[src/rtl/addsub_arbiter_if.sv]
// Two-requester operand channels plus one tagged response channel for addsub_arbiter.
// master = requesters/consumer side, slave = arbiter side.
interface addsub_arbiter_if;
  logic [1:0] req_valid;
  logic [1:0] req_ready;
  logic [1:0] req_op;
  logic [7:0] req_a;
  logic [7:0] req_b;
  logic       rsp_valid;
  logic       rsp_ready;
  logic       rsp_id;
  logic [3:0] rsp_s;
  logic       rsp_cout;
  logic       rsp_ovf;

  modport master (
    output req_valid, req_op, req_a, req_b, rsp_ready,
    input  req_ready, rsp_valid, rsp_id, rsp_s, rsp_cout, rsp_ovf
  );

  modport slave (
    input  req_valid, req_op, req_a, req_b, rsp_ready,
    output req_ready, rsp_valid, rsp_id, rsp_s, rsp_cout, rsp_ovf
  );
endinterface

[src/rtl/addsub_arbiter.sv]
// Shares one 4-bit ripple adder/subtractor between two requesters; accept edge T, rsp_valid after T+1.
// One op in flight; req_ready low until the response handshakes, response held while rsp_ready is low.
module addsub_arbiter #(
  parameter bit RR_EN = 1'b1
) (
  input logic             clk,
  input logic             rst,
  addsub_arbiter_if.slave bus
);

  typedef enum logic [1:0] {IDLE, EXEC, RESP} state_t;

  state_t     state_q, state_d;
  logic       prio_q, prio_d;
  logic [3:0] op_a_q, op_a_d;
  logic [3:0] op_b_q, op_b_d;
  logic       op_sub_q, op_sub_d;
  logic       id_q, id_d;
  logic [3:0] rsp_s_q, rsp_s_d;
  logic       rsp_cout_q, rsp_cout_d;
  logic       rsp_ovf_q, rsp_ovf_d;

  logic       grant;
  logic [1:0] req_ready_c;
  logic [3:0] sum;
  logic       carry;
  logic [3:0] b_eff;
  logic       ovf;

  four_bit_RCA_RCS u_rca (
    .a    (op_a_q),
    .b    (op_b_q),
    .cin  (op_sub_q),
    .s    (sum),
    .cout (carry)
  );

  // Overflow is judged against the operand the adder actually sees (inverted B on subtract).
  assign b_eff = op_sub_q ? ~op_b_q : op_b_q;
  assign ovf   = (op_a_q[3] == b_eff[3]) && (sum[3] != op_a_q[3]);

  always_comb begin
    grant = 1'b0;
    unique case (bus.req_valid)
      2'b10:   grant = 1'b1;
      2'b11:   grant = RR_EN ? prio_q : 1'b0;
      default: grant = 1'b0;
    endcase
  end

  always_comb begin
    state_d     = state_q;
    prio_d      = prio_q;
    op_a_d      = op_a_q;
    op_b_d      = op_b_q;
    op_sub_d    = op_sub_q;
    id_d        = id_q;
    rsp_s_d     = rsp_s_q;
    rsp_cout_d  = rsp_cout_q;
    rsp_ovf_d   = rsp_ovf_q;
    req_ready_c = 2'b00;

    unique case (state_q)
      IDLE: begin
        if (|bus.req_valid) begin
          req_ready_c[grant] = 1'b1;
          op_a_d   = grant ? bus.req_a[7:4] : bus.req_a[3:0];
          op_b_d   = grant ? bus.req_b[7:4] : bus.req_b[3:0];
          op_sub_d = bus.req_op[grant];
          id_d     = grant;
          // Pointer moves even for a lone requester so it never sticks on one side.
          prio_d   = RR_EN ? ~grant : prio_q;
          state_d  = EXEC;
        end
      end
      EXEC: begin
        rsp_s_d    = sum;
        rsp_cout_d = carry;
        rsp_ovf_d  = ovf;
        state_d    = RESP;
      end
      RESP: begin
        if (bus.rsp_ready) begin
          state_d = IDLE;
        end
      end
      default: state_d = IDLE;
    endcase
  end

  always_ff @(posedge clk) begin
    if (rst) begin
      state_q    <= IDLE;
      prio_q     <= 1'b0;
      op_a_q     <= 4'h0;
      op_b_q     <= 4'h0;
      op_sub_q   <= 1'b0;
      id_q       <= 1'b0;
      rsp_s_q    <= 4'h0;
      rsp_cout_q <= 1'b0;
      rsp_ovf_q  <= 1'b0;
    end else begin
      state_q    <= state_d;
      prio_q     <= prio_d;
      op_a_q     <= op_a_d;
      op_b_q     <= op_b_d;
      op_sub_q   <= op_sub_d;
      id_q       <= id_d;
      rsp_s_q    <= rsp_s_d;
      rsp_cout_q <= rsp_cout_d;
      rsp_ovf_q  <= rsp_ovf_d;
    end
  end

  assign bus.req_ready = rst ? 2'b00 : req_ready_c;
  assign bus.rsp_valid = (state_q == RESP);
  assign bus.rsp_id    = id_q;
  assign bus.rsp_s     = rsp_s_q;
  assign bus.rsp_cout  = rsp_cout_q;
  assign bus.rsp_ovf   = rsp_ovf_q;

  a_ready_onehot: assert property (@(posedge clk) disable iff (rst)
    $onehot0(bus.req_ready));

  a_rsp_hold: assert property (@(posedge clk) disable iff (rst)
    (bus.rsp_valid && !bus.rsp_ready) |=>
      (bus.rsp_valid && $stable({bus.rsp_id, bus.rsp_s, bus.rsp_cout, bus.rsp_ovf})));

endmodule

module four_bit_RCA_RCS (
  input  logic [3:0] a,
  input  logic [3:0] b,
  input  logic       cin,
  output logic [3:0] s,
  output logic       cout
);
  // Cin doubles as the subtract select: A + ~B + 1.
  logic [4:0] c;
  logic [3:0] bx;

  assign c[0] = cin;

  for (genvar i = 0; i < 4; i++) begin : g_fa
    assign bx[i]   = b[i] ^ cin;
    assign s[i]    = a[i] ^ bx[i] ^ c[i];
    assign c[i+1]  = (a[i] & bx[i]) | (c[i] & (a[i] ^ bx[i]));
  end

  assign cout = c[4];
endmodule
[src/flat_wrapper.sv]
// flat-port wrapper written by rule: the top's interface ports become plain ports
module addsub_arbiter_flat 
#(
  parameter bit RR_EN = 1'b1
)
  (clk, rst, bus_req_valid, bus_req_op, bus_req_a, bus_req_b, bus_rsp_ready, bus_req_ready, bus_rsp_valid, bus_rsp_id, bus_rsp_s, bus_rsp_cout, bus_rsp_ovf);
  addsub_arbiter_if bus_i ();
  input logic clk;
  input logic rst;
  input wire logic [$bits(bus_i.req_valid)-1:0] bus_req_valid;
  input wire logic [$bits(bus_i.req_op)-1:0] bus_req_op;
  input wire logic [$bits(bus_i.req_a)-1:0] bus_req_a;
  input wire logic [$bits(bus_i.req_b)-1:0] bus_req_b;
  input wire logic [$bits(bus_i.rsp_ready)-1:0] bus_rsp_ready;
  output wire logic [$bits(bus_i.req_ready)-1:0] bus_req_ready;
  output wire logic [$bits(bus_i.rsp_valid)-1:0] bus_rsp_valid;
  output wire logic [$bits(bus_i.rsp_id)-1:0] bus_rsp_id;
  output wire logic [$bits(bus_i.rsp_s)-1:0] bus_rsp_s;
  output wire logic [$bits(bus_i.rsp_cout)-1:0] bus_rsp_cout;
  output wire logic [$bits(bus_i.rsp_ovf)-1:0] bus_rsp_ovf;
  assign bus_i.req_valid = bus_req_valid;
  assign bus_i.req_op = bus_req_op;
  assign bus_i.req_a = bus_req_a;
  assign bus_i.req_b = bus_req_b;
  assign bus_i.rsp_ready = bus_rsp_ready;
  assign bus_req_ready = bus_i.req_ready;
  assign bus_rsp_valid = bus_i.rsp_valid;
  assign bus_rsp_id = bus_i.rsp_id;
  assign bus_rsp_s = bus_i.rsp_s;
  assign bus_rsp_cout = bus_i.rsp_cout;
  assign bus_rsp_ovf = bus_i.rsp_ovf;
  addsub_arbiter #(.RR_EN(RR_EN)) u_core (.clk(clk), .rst(rst), .bus(bus_i));
endmodule
[config.mk]
export PLATFORM = sky130hd
export DESIGN_NAME = addsub_arbiter_flat
export DESIGN_NICKNAME = d
export VERILOG_FILES = /design/src/rtl/addsub_arbiter_if.sv /design/src/rtl/addsub_arbiter.sv /design/src/flat_wrapper.sv
export SDC_FILE = /design/constraint.sdc
export NUM_CORES = 1
export LEC_CHECK = 0
export CAP_MARGIN = 15
export CORE_ASPECT_RATIO = 1.4
export CORE_MARGIN = 2
export CORE_UTILIZATION = 39
export DETAILED_ROUTE_END_ITERATION = 12
export PLACE_DENSITY_LB_ADDON = 0.08
export SETUP_SLACK_MARGIN = 0.02
export SLEW_MARGIN = 5
export SYNTH_ARGS = -nofsm -noshare
export SYNTH_HDL_FRONTEND = slang
export SYNTH_SLANG_ARGS = --single-unit
[constraint.sdc]
create_clock -name clk -period 2.1 [get_ports clk]
set_clock_uncertainty 0.05 [all_clocks]
set_input_delay 0.21 -clock clk [delete_from_list [all_inputs] [get_ports clk]]
set_output_delay 0.21 -clock clk [all_outputs]
set_load 0.01 [all_outputs]
==> impl_metrics.env <==
export IMPL_clock_sinks=19
export IMPL_hold_viol_final=0
export IMPL_finalCritPeriodShare_pct=108
export IMPL_violations="setup timing"
export IMPL_antenna_cells=0
export IMPL_worstSetupEndpointType="flip-flop"
export IMPL_powerDensity_nw_per_um2=665
export IMPL_wire_per_inst_um=11.7
export IMPL_area_growth_synth_to_final_pct=49.0
export IMPL_antenna_found_initial=0
export IMPL_antenna_left=0
export IMPL_grt_max_degree=12
export IMPL_fillCellCount=207
export IMPL_tns_ps=-230
export IMPL_syn_area_um2=897
export IMPL_core_region_area_um2=2180
export IMPL_dp_hpwl_um=1370
export IMPL_tightest_slew_ps=779
export IMPL_die_w_um=44.5
export IMPL_stdcell_count=149
export IMPL_fin_crit_ps=2270
export IMPL_slowest_delay_ps=520
export IMPL_drc=0
export IMPL_relSlewSlack_pct=47.9
export IMPL_synth_nets=114
export IMPL_grt_pass1_vias=697
export IMPL_gp_congestion=0.738
export IMPL_leakage_nw=0.576
export IMPL_clk_pin_slew_ps=100
export IMPL_clockRootBuffer="clkbuf_4"
export IMPL_final_util_pct=61.4
export IMPL_yosysUniqueCellTypes=25
export IMPL_clockBufferDepth=2
export IMPL_max_freq_mhz=440
export IMPL_path_cells="mux2_4 -> fa_2 -> inv_2 -> fa_2 -> inv_2 -> fa_1 -> xnor2_1 -> nor3_1 -> a21oi_1 -> nor2_1"
export IMPL_yosys_warnings=0
export IMPL_clock_latency_ps=290
export IMPL_start_util_pct=41.2
export IMPL_cp_start_kind="flip-flop"
export IMPL_worstPathArrival_ps=2420
export IMPL_synth_avg_cell_area_um2=10.3
export IMPL_gr_usage_all_layers_pct=14.4
export IMPL_cts_made_buffers=3
export IMPL_crit_required_ps=2250
export IMPL_rows=20
export IMPL_cts_tree="built"
export IMPL_ys_ff_latch=19
export IMPL_timing_hold_ws_ps=410
export IMPL_first_pass_iters=3
export IMPL_worstSetupPathType="flip-flop to flip-flop"
export IMPL_viasPerCell=5.06
export IMPL_rsz0062_at_grt="true"
export IMPL_io_buffers=32
export IMPL_cts_htree_levels=1
export IMPL_io_pins=33
export IMPL_holdBufCountCts=0
export IMPL_overflow=0
export IMPL_syn_inst=87
export IMPL_slew_violations=0
export IMPL_worst_ir_drop_vdd_uv=506
export IMPL_setup_slack_ps=-173
export IMPL_die_area_um2=2710
export IMPL_grt_pass1_wl_um=2820
export IMPL_first_iter_violations=3
export IMPL_drt_wl_total_um=1750
export IMPL_nets=155
export IMPL_die_h_um=60.8
export IMPL_ys_seq_area_share_pct=42.4
export IMPL_critical_path_slowest_cell="fa_1"
export IMPL_drive_above_1_share_pct=21.3
export IMPL_route_vias_total=754
export IMPL_placed_cells=144
export IMPL_crit_fanout=2
export IMPL_final_setup_viol_count=2
export IMPL_hold_path_class="flip-flop to flip-flop"
export IMPL_cap_violations=0
export IMPL_status="complete, but fails checks"
placed cells by master (no fill, tap or decap), drive strengths merged:
cell           instances
mux2i                  9
or4                    1
dlymetal6s2s           1
ha                     1
nand2b                 2
clkinv                 1
clkdlybuf4s50         31
nand2                  6
fa                     3
and2                   1
nor3                   2
o21ai                  1
buf                    9
clkbuf                 4
nor4                   1
xnor2                  3
a211oi                 2
a21o                   2
a21oi                  5
nor2b                  2
inv                    4
mux2                   1
nor2                   5
o2bb2ai                9
xor2                   2
dfxtp                 19
sequential cells by signal, summed over array words and instances (netlist names):
signal and cells:
u_core.bus.rsp_cout 1, u_core.bus.rsp_ovf 1, u_core.op_b_q 4, u_core.bus.rsp_id 1, u_core.op_a_q 4, u_core.state_q 2
u_core.prio_q 1, u_core.op_sub_q 1, u_core.bus.rsp_s 4
power by group:
| group | switching, mW | total, mW | internal [mW] |
|---|---|---|---|
| combinational | 0.112 | 0.278 | 0.165 |
| clock | 0.109 | 0.183 | 0.0739 |
| sequential | 0.0290 | 0.428 | 0.399 |
metrics by stage:
step | total power, mW | instance area (µm²) | setup WS (ps)
after floorplan | 0.578 | 898 | -139
after global placement | 0.685 | 1270 | -164
after detailed placement | 0.688 | 1270 | -180
after CTS | 0.881 | 1300 | -139
after global routing | 0.948 | 1340 | -266
final | 0.889 | 1340 | -173
Yosys cell counts:
master / instances / area, µm²
nand2_1: 6 / 22.5
dfxtp_1: 19 / 380
a21o_1: 2 / 15.0
nor2_1: 5 / 18.8
xnor2_1: 3 / 26.3
clkinv_2: 1 / 5.00
xor2_1: 2 / 17.5
o2bb2ai_1: 9 / 78.8
nor4_1: 1 / 6.26
o21ai_1: 1 / 5.00
ha_1: 1 / 12.5
inv_1: 4 / 15.0
buf_4: 1 / 7.51
a21oi_1: 5 / 25.0
mux2_2: 1 / 11.3
mux2i_1: 9 / 90.1
fa_1: 3 / 60.1
buf_6: 2 / 22.5
nand2b_1: 2 / 12.5
or4_4: 1 / 11.3
nor2b_1: 2 / 12.5
a211oi_1: 2 / 15.0
and2_4: 1 / 8.76
clkbuf_1: 2 / 7.51
nor3_1: 2 / 10.0
final timing paths:
| check | slack (ps) | startpoint | depth (start not counted) | endpoint |
|---|---|---|---|---|
| min | 410 | u_core.prio_q | 1 | u_core.prio_q |
| min reg2reg | 410 | u_core.prio_q | 1 | u_core.prio_q |
| max reg2reg | -170 | u_core.op_b_q[0] | 10 | u_core.bus.rsp_ovf |
| max | -170 | u_core.op_b_q[0] | 10 | u_core.bus.rsp_ovf |
kinds of logic after synthesis:
kind of cell               count (synthesis)  share of synthesized area, %
AOI/OAI and AO/OA                         19                          15.5
xor gates and xnor gates                   5                          4.88
adders and majority gates                  4                          8.09
buffers and inverters                     10                          6.42
DFF                                       19                          42.4
muxes                                     10                          11.3
and+or+nand+nor                           20                          11.4
layout make-up:
type                            count  area, µm²  area share (%)
Sequential cell                    19        384            28.7
Timing Repair Buffer               41        390            29.2
Clock buffer                        4       26.3            1.97
Tap cell                           22       27.5            2.06
Inverter                            5       20.0            1.50
Multi-Input combinational cell     58        488            36.5
worst max-delay path: cells and delay by family (launching register included):
kind            cells  cell delay, ps
xor+xnor            1             130
simple gates        2             110
flops               1             350
fa+ha+maj           3            1030
buf+inv             2             100
mux                 1             300
compound gates      1             120
per-layer routing:
metal / GRT usage (%) / wire [µm]
met5: 0 / 0
met4: 9.09 / 36
met3: 2.98 / 81
met2: 25.5 / 936
met1: 15.3 / 695
timing repair:
item,CTS,global route
pin swaps,1,1
endpoints found under the setup margin,3,4
buffers inserted,0,1
endpoints found under the hold margin,0,0
resized for setup,4,8
No activity file was read; power rests on OpenSTA's default activity.
==> RTL change: new RTL, config.mk and constraints unchanged <==
Encoding of `state_t`: now one-hot (3 bits for 3 states).
--- a/src/rtl/addsub_arbiter.sv
+++ b/src/rtl/addsub_arbiter.sv
@@ -9,5 +9,5 @@
 );
 
-  typedef enum logic [1:0] {IDLE, EXEC, RESP} state_t;
+  typedef enum logic [2:0] {IDLE = 3'b001, EXEC = 3'b010, RESP = 3'b100} state_t;
 
   state_t     state_q, state_d;
Check against the original RTL: no difference found for any inputs over 10 cycles, from zero or initial values and one cycle with rst high; not proved beyond that.
==> RTL change against the original RTL <==
The flow still finishes with violations (negative setup slack). Setup slack better by 34 ps. Sequential share of layout area is 0.30 points lower. Power up 8.9%. Routed wire length up 12%. Combinational power grew 20%. Global-route usage grew 0.27 points. Sequential cell count increased by 1. Cell area up 6.0%. Area after synthesis up 11%. Largest cell class unchanged. Largest power group unchanged.
==> RTL change: results (changes against the original RTL) <==
The combinational share of power is 34.5% (+3.2 points), and the final-layout setup total negative slack is -139 ps (+90.9 ps). For the final cell count without fillers, the log shows 174 (+17%). The net count after synthesis came out at 130 (+14%). The tools report the slack of the worst reg-to-reg path as -140 ps (+30 ps). The met3 wirelength from detailed routing is 82 um (+1.2%). Sorting the synthesized cells by area gives the leading types as dfxtp_1 40%, a211oi_1 7.5%, nor2_1 7.1%, fa_1 6.0%, mux2i_1 5.0%. The tools report the minimum setup slack after placement as -218 ps (-38.5 ps). The worst hold margin is 413 ps (+2.33 ps). Switching power share of the total: 30.8% (+2.6 points).

The largest net degree at the start of global routing is 16 (+4). The checks that failed: negative setup slack. The fraction of power consumed by sequential logic came out at 46.8% (-1.4 points). The share of synthesized cell area in full adder, half adder and majority cells is 7.27% (-0.82 points), and the synthesized-area fraction occupied by xor and xnor cells is 4.39% (-0.50 points). The run gives 0.385 mV (-24%) as the worst supply voltage drop on vdd.

The run gives 2.54% (-0.43 points) as the global routing usage on met3. The final critical-path setup slack is -139 ps (+34.3 ps), and the met1 wire length is 864 um (+24%). The tools report the final setup violation count as 1 (-1).

The final RePlAce weighted congestion was 0.720 (-2.4%). The placed standard-cell area is 1370 um^2 (+8.1%). Counting instances in the post-synthesis netlist gives the leading cell types as 20 x dfxtp_1, 19 x nor2_1, 10 x a211oi_1, 8 x o22ai_1. The logs give 103 (+18%) for the gate count after technology mapping and 779 (+12%) for the number of global-route vias before repair. The flow ran to the end, but the final reports show violations. The logs give 0.552 nW (-4.1%) for the static power due to leakage and 228 (+10%) for the number of fill cells. The number of instances on the worst hold path was 2 (+1).

The run gives 16.1% (+0.77 points) as the met1 usage. The half-perimeter wire length of the detailed placement result was 1600 um (+17%); the normalized max-slew margin was 69.9% (+22 points). The synthesized-area fraction occupied by ao, oa, aoi and oai cells came out at 19.2% (+3.7 points).

The wire length on met2 is 979 um (+4.6%), and the initial detailed-routing violation count is 24 (+21).
[RTL change: cell types whose count changed after synthesis, sizes merged, moves of 2 or more]
cell / unedited run / this run
a211oi: 2 / 10
a21boi: 0 / 2
a21o: 2 / 0
a21oi: 5 / 1
mux2i: 9 / 5
nand2: 6 / 3
nor2: 5 / 20
nor3b: 0 / 2
o22ai: 0 / 8
o2bb2ai: 9 / 1
[RTL change: timing repair]
action,4_1_cts,5_1_grt
endpoints found under the setup margin,3,3
pin swaps,1,0
gates resized for setup,6,2
[RTL change: worst register-to-register path: cells and delay by family (launching register included)]
kind          cells  cell delay [ps]
xor+xnor          1              120
fa+ha+maj         3              990
buf+inv           2              110
flops             1              350
mux               2              430
simple gates      2              100
[RTL change: area by class of cell]
cell class              instances  area, um^2  area share [%]
inverters                       5        18.8            1.33
repair buffers                 39         374            26.4
multi-input cells              73         556            39.2
flip-flops and latches         20         403            28.4
well taps                      34        42.5            3.00
clock buffers                   3        22.5            1.59
